File: src/rtl/mem_arb_pkg.sv
// Shared types for the memory port arbiter: FSM state encoding and channel index width helper.
package mem_arb_pkg;

  typedef enum logic [1:0] {IDLE, BUSY, DONE} arb_state_e;

  // Width of a channel index; never narrower than one bit so N_CH == 1 still builds.
  function automatic int unsigned ch_idx_w(input int unsigned n);
    return (n > 1) ? $clog2(n) : 1;
  endfunction

endpackage

File: src/rtl/mem_arb_picker.sv
// Combinational winner select over the request vector.
// ARB_ROUND_ROBIN_EN: rotate from last granted + 1; otherwise a plain lowest-index priority encoder.
module mem_arb_picker
  import mem_arb_pkg::*;
#(
  parameter int unsigned N_CH     = 2,
  parameter int unsigned CH_IDX_W = ch_idx_w(N_CH)
) (
  input  logic [N_CH-1:0]     req_i,
`ifdef ARB_ROUND_ROBIN_EN
  input  logic [CH_IDX_W-1:0] last_idx_i,
  output logic [CH_IDX_W-1:0] grant_idx_o,
`endif
  output logic [N_CH-1:0]     grant_o
);

`ifdef ARB_ROUND_ROBIN_EN
  logic                found;
  logic [CH_IDX_W-1:0] cand;

  always_comb begin
    grant_o     = '0;
    grant_idx_o = '0;
    found       = 1'b0;
    cand        = '0;
    for (int unsigned k = 1; k <= N_CH; k++) begin
      cand = CH_IDX_W'((32'(last_idx_i) + k) % N_CH);
      if (!found && req_i[cand]) begin
        found       = 1'b1;
        grant_o     = '0;
        grant_o[cand] = 1'b1;
        grant_idx_o = cand;
      end
    end
  end
`else
  always_comb begin
    grant_o = '0;
    // Scan downwards so the lowest requesting index is the last one written.
    for (int k = N_CH - 1; k >= 0; k--) begin
      if (req_i[k]) begin
        grant_o    = '0;
        grant_o[k] = 1'b1;
      end
    end
  end
`endif

endmodule

File: src/rtl/mem_port_arbiter.sv
// N-channel front end sharing one Memory handshake port; one access in flight at a time.
// Define ARB_ROUND_ROBIN_EN for round-robin arbitration; default is fixed lowest-index priority.
module mem_port_arbiter
  import mem_arb_pkg::*;
#(
  parameter int unsigned N_CH   = 2,
  parameter int unsigned ADDR_W = 24,
  parameter int unsigned DATA_W = 32
) (
  input  logic                     Clk,
  input  logic                     Reset,
  input  logic [N_CH*ADDR_W-1:0]   ChAddr,
  input  logic [N_CH*DATA_W-1:0]   ChWrData,
  input  logic [N_CH-1:0]          ChLength,
  input  logic [N_CH-1:0]          ChRd,
  input  logic [N_CH-1:0]          ChWr,
  input  logic [N_CH-1:0]          ChEnable,
  output logic [N_CH-1:0]          ChRdy,
  output logic [DATA_W-1:0]        ChRdData,
  output logic [N_CH-1:0]          ChGrant,
  output logic [ADDR_W-1:0]        MemAddr,
  output logic                     MemLength,
  output logic                     MemRd,
  output logic                     MemWr,
  output logic                     MemEnable,
  output logic [DATA_W-1:0]        toMemData,
  input  logic                     MemRdy,
  input  logic [DATA_W-1:0]        fromMemData
);

  localparam int unsigned CH_IDX_W = ch_idx_w(N_CH);

  arb_state_e          state_q;
  logic [N_CH-1:0]     pick_grant;
  logic [ADDR_W-1:0]   win_addr;
  logic [DATA_W-1:0]   win_wdata;
  logic                win_len;
  logic                win_rd;
  logic                win_wr;

`ifdef ARB_ROUND_ROBIN_EN
  // Starts at the last channel so channel 0 wins the first arbitration after reset.
  localparam logic [CH_IDX_W-1:0] LastInit = CH_IDX_W'(N_CH - 1);
  logic [CH_IDX_W-1:0] last_q;
  logic [CH_IDX_W-1:0] pick_idx;
`endif

  mem_arb_picker #(
    .N_CH     (N_CH),
    .CH_IDX_W (CH_IDX_W)
  ) u_picker (
    .req_i       (ChEnable),
`ifdef ARB_ROUND_ROBIN_EN
    .last_idx_i  (last_q),
    .grant_idx_o (pick_idx),
`endif
    .grant_o     (pick_grant)
  );

  // One-hot mux of the winning channel's request fields.
  always_comb begin
    win_addr  = '0;
    win_wdata = '0;
    win_len   = 1'b0;
    win_rd    = 1'b0;
    win_wr    = 1'b0;
    for (int i = 0; i < N_CH; i++) begin
      if (pick_grant[i]) begin
        win_addr  = ChAddr[i*ADDR_W +: ADDR_W];
        win_wdata = ChWrData[i*DATA_W +: DATA_W];
        win_len   = ChLength[i];
        win_rd    = ChRd[i];
        win_wr    = ChWr[i];
      end
    end
  end

  always_ff @(posedge Clk) begin
    if (Reset) begin
      state_q   <= IDLE;
      ChRdy     <= '0;
      ChRdData  <= '0;
      ChGrant   <= '0;
      MemAddr   <= '0;
      MemLength <= 1'b0;
      MemRd     <= 1'b0;
      MemWr     <= 1'b0;
      MemEnable <= 1'b0;
      toMemData <= '0;
`ifdef ARB_ROUND_ROBIN_EN
      last_q    <= LastInit;
`endif
    end else begin
      ChRdy <= '0;
      unique case (state_q)
        IDLE: begin
          if (|ChEnable) begin
            ChGrant   <= pick_grant;
            MemAddr   <= win_addr;
            toMemData <= win_wdata;
            MemLength <= win_len;
            MemRd     <= win_rd;
            // Read wins when a requester raises both strobes.
            MemWr     <= win_wr & ~win_rd;
            MemEnable <= 1'b1;
            state_q   <= BUSY;
`ifdef ARB_ROUND_ROBIN_EN
            last_q    <= pick_idx;
`endif
          end
        end
        BUSY: begin
          if (MemRdy) begin
            if (MemRd) begin
              ChRdData <= fromMemData;
            end
            ChRdy     <= ChGrant;
            ChGrant   <= '0;
            MemAddr   <= '0;
            MemLength <= 1'b0;
            MemRd     <= 1'b0;
            MemWr     <= 1'b0;
            MemEnable <= 1'b0;
            toMemData <= '0;
            state_q   <= DONE;
          end
        end
        DONE: begin
          state_q <= IDLE;
        end
        default: begin
          state_q <= IDLE;
        end
      endcase
    end
  end

endmodule

File: config.mk
export PLATFORM = sky130hd
export DESIGN_NAME = mem_port_arbiter
export DESIGN_NICKNAME = d
export VERILOG_FILES = /design/src/rtl/mem_arb_pkg.sv /design/src/rtl/mem_arb_picker.sv /design/src/rtl/mem_port_arbiter.sv
export SDC_FILE = /design/constraint.sdc
export NUM_CORES = 1
export LEC_CHECK = 0
export CAP_MARGIN = 10
export CORE_MARGIN = 1
export CORE_UTILIZATION = 36
export CTS_CLUSTER_DIAMETER = 100
export DETAILED_ROUTE_END_ITERATION = 6
export PLACE_DENSITY = 0.8
export SYNTH_ARGS = -nofsm -noshare
export SYNTH_HDL_FRONTEND = slang
export SYNTH_SLANG_ARGS = --single-unit
File: constraint.sdc
create_clock -name Clk -period 1.9 [get_ports Clk]
set_input_delay 0.475 -clock Clk [delete_from_list [all_inputs] [get_ports Clk]]
set_output_delay 0.475 -clock Clk [all_outputs]
set_load 0.02 [all_outputs]
==> impl_metrics.csv <==
group,metric,value,unit
timing,finalHoldViolations,0,
floorplanning,placementRows,36,
synth,synth-seq-area-share,52.7,%
timing,setup_viol,0,
floorplanning,die_y,104,um
worst_setup_path,cpMaxStageDelayCell,"clkdlybuf4s50_1",
detailed_routing,drc,0,
worst_setup_path,r2r_start,"state_q[0]",
finish,fillCellCount,788,
timing,drv_slew,0,
timing,finalCriticalPeriod,1830,ps
timing,setup_slack,68.6,ps
hold_path,hold_class,"flop to flop",
worst_setup_path,r2r_cells,4,
finish,final_core_util,66.4,%
synth,synth_cell_types,29,
finish,area_growth_syn_to_layout,76.7,%
finish,final_nets,767,
finish,multi_input_area,1550,um^2
synth,yosys_warnings,0,
outcome,status,"completed",
worst_setup_path,r2r_end,"MemAddr[19]",
synth,netlist_area,3720,um^2
worst_setup_path,crit_required,1420,ps
hold_path,hold_start,"ChRdData[27]",
worst_setup_path,arrival,1360,ps
synth,synthArstFlopShare,0,%
detailed_routing,wire_per_inst,16.3,um
global_route,grt_first_pass_wirelength,19.4,mm
placed_design,gp_congestion,0.792,
clock_tree,cts_tree,"yes",
timing,tightest_slew,367,ps
worst_setup_path,cp_top_family,"buffers and inverters",
placed_design,place_ws,-230,ps
clock_tree,clk_pin_slew,90,ps
worst_setup_path,max_stage_delay,640,ps
detailed_routing,routed_wl,12.2,mm
floorplanning,die_w,104,um
timing,post-route-period-util,96.4,%
floorplanning,io_pins,251,
detailed_routing,first_iter_violations,137,
synth,synth-edff-count,0,
worst_setup_path,worstSetupStartpointType,"flop",
detailed_routing,viasPerCell,5.07,
placed_design,io_buffers,250,
clock_tree,ctsHtreeMaxLevel,3,
detailed_routing,drt.antenna.violating_nets,0,
global_route,track_usage,22.2,%
power_and_ir_drop,p_leak,2.28,nW
synth,syn-num-nets,531,
power_and_ir_drop,total_power,0.00466,W
timing,fin_setup_tns,0,ps
detailed_routing,drtPass1Iterations,4,
timing,relSlewSlack,74.9,%
worst_setup_path,critPathKind,"flop to primary output",
timing,rsz0062_at_grt,"no",
worst_setup_path,worstPathCellList,"clkdlybuf4s50_1",
synth,syn_inst,376,
synth,synth_ff_type,"dfxtp_1",
finish,n_antenna_cell,0,
floorplanning,initial_core_util,37.6,%
worst_setup_path,crit_path_end_kind,"primary output",
worst_setup_path,cp_max_fo,2,
clock_tree,cts_buffers,9,
global_route,antenna_found_initial,0,
clock_tree,cts-root-buf,"clkbuf_8",
placed_design,dp_hpwl,9.22,mm
worst_setup_path,path_buf_inv,1,
global_route,grt-ovfl-total,0,
power_and_ir_drop,ir_worst_vdd,377,uV
synth,ys_seq_elements,98,
synth,synth.avg_cell_area,9.90,um^2
finish,drive_gt1_share,6.00,%
global_route,grt_max_degree,39,
floorplanning,core,9910,um^2
worst_setup_path,r2r_setup_slack,360,ps
timing,fin_skew,6.87,ps
clock_tree,clock-sinks,98,
timing,fmax,546,MHz
finish,regArea,1960,um^2
worst_setup_path,cp.depth,1,
floorplanning,die_area,10800,um^2
worst_setup_path,setup.worst_path.start,"MemWr",
worst_setup_path,critPathCapture,"MemWr",
clock_tree,clk_latency,340,ps
power_and_ir_drop,power.density,708,nW/um^2
clock_tree,cts_buffer_depth,2,
detailed_routing,vias,3800,
flow_run,cap_violations,0,
global_route,first_global_vias,3860,
[report_power, final]
group,switching [W],internal [W],total (W)
Sequential,0.0000694,0.00217,0.00224
Combinational,0.000455,0.000610,0.00106
Clock,0.000699,0.000653,0.00135
[synth_stat cells (2+ instances only)]
master	number	share of area [%]
buf_6	7	2.1
nand2b_1	2	0.34
o2bb2ai_1	57	13
a21oi_1	33	4.4
inv_1	2	0.20
nand2_1	67	6.8
dfxtp_1	98	53
and2_1	2	0.34
buf_2	8	1.1
clkbuf_1	22	2.2
nor3_1	2	0.27
a22o_1	3	0.71
a22oi_1	57	11
[how the worst min path moves through the flow]
stage | endpoint | depth (start not counted)
finish | ChRdData[27] | 2
global route | ChRdData[1] | 2
CTS | ChRdData[27] | 2
detailed placement | ChRdData[27] | 2
global placement | ChRdData[0] | 2
floorplan | state_q[1] | 1
[logic make-up (layout without fill, tap and decap cells)]
family          Yosys count  count (layout)  synth area share (%)
compound gates          156             156                  31.8
flops                    98              98                  52.7
simple gates             82              82                  9.65
buf+inv                  40             281                  5.82
[per-stage QoR]
stage / hold WS [ps] / cells / instance area [um^2]
CTS: 459 / 750 / 6570
finish: 458 / 750 / 6580
global route: 479 / 750 / 6580
detailed placement: 447 / 734 / 6370
floorplan: 529 / 376 / 3720
global placement: 441 / 734 / 6370
[per-layer routing]
layer | up-vias | track usage [%] | wire [um]
met2 | 150 | 40.3 | 6140
li1 | 1868 | - | -
met5 | - | 0 | 0
met1 | 1763 | 24.5 | 4930
met3 | 19 | 6.73 | 872
met4 | 0 | 7.45 | 243
[cell type report]
type                    instances  area share, %
multi-input cells             238           23.6
well taps                     133           2.53
inverters                       2          0.114
clock inverters                 5          0.951
clock buffers                  11           2.15
repair buffers                263           40.8
flip-flops and latches         98           29.8
[flip-flops by register name, summed over array words and instances, names as in the netlist]
| register | count |
|---|---|
| ChGrant | 2 |
| ChRdData | 32 |
| ChRdy | 2 |
| MemAddr | 24 |
| MemEnable | 1 |
| MemLength | 1 |
| MemRd | 1 |
| MemWr | 1 |
| state_q | 2 |
| toMemData | 32 |
[placed cells by master (no fill, tap or decap), types with 3 or more instances in the layout]
cell,instances
a22oi_1,57
buf_12,7
a21oi_1,33
a22o_1,3
clkdlybuf4s50_1,247
o2bb2ai_1,57
dfxtp_1,98
buf_4,6
clkbuf_8,10
nand2_1,67
[timing repair]
action	CTS	global route
gates resized for setup	1	1
endpoints found under the setup margin	1	1
endpoints found under the hold margin	0	0
gates cloned	0	0
hold buffers	0	0
setup buffers	0	0
No activity file was read; power rests on OpenSTA's default activity.
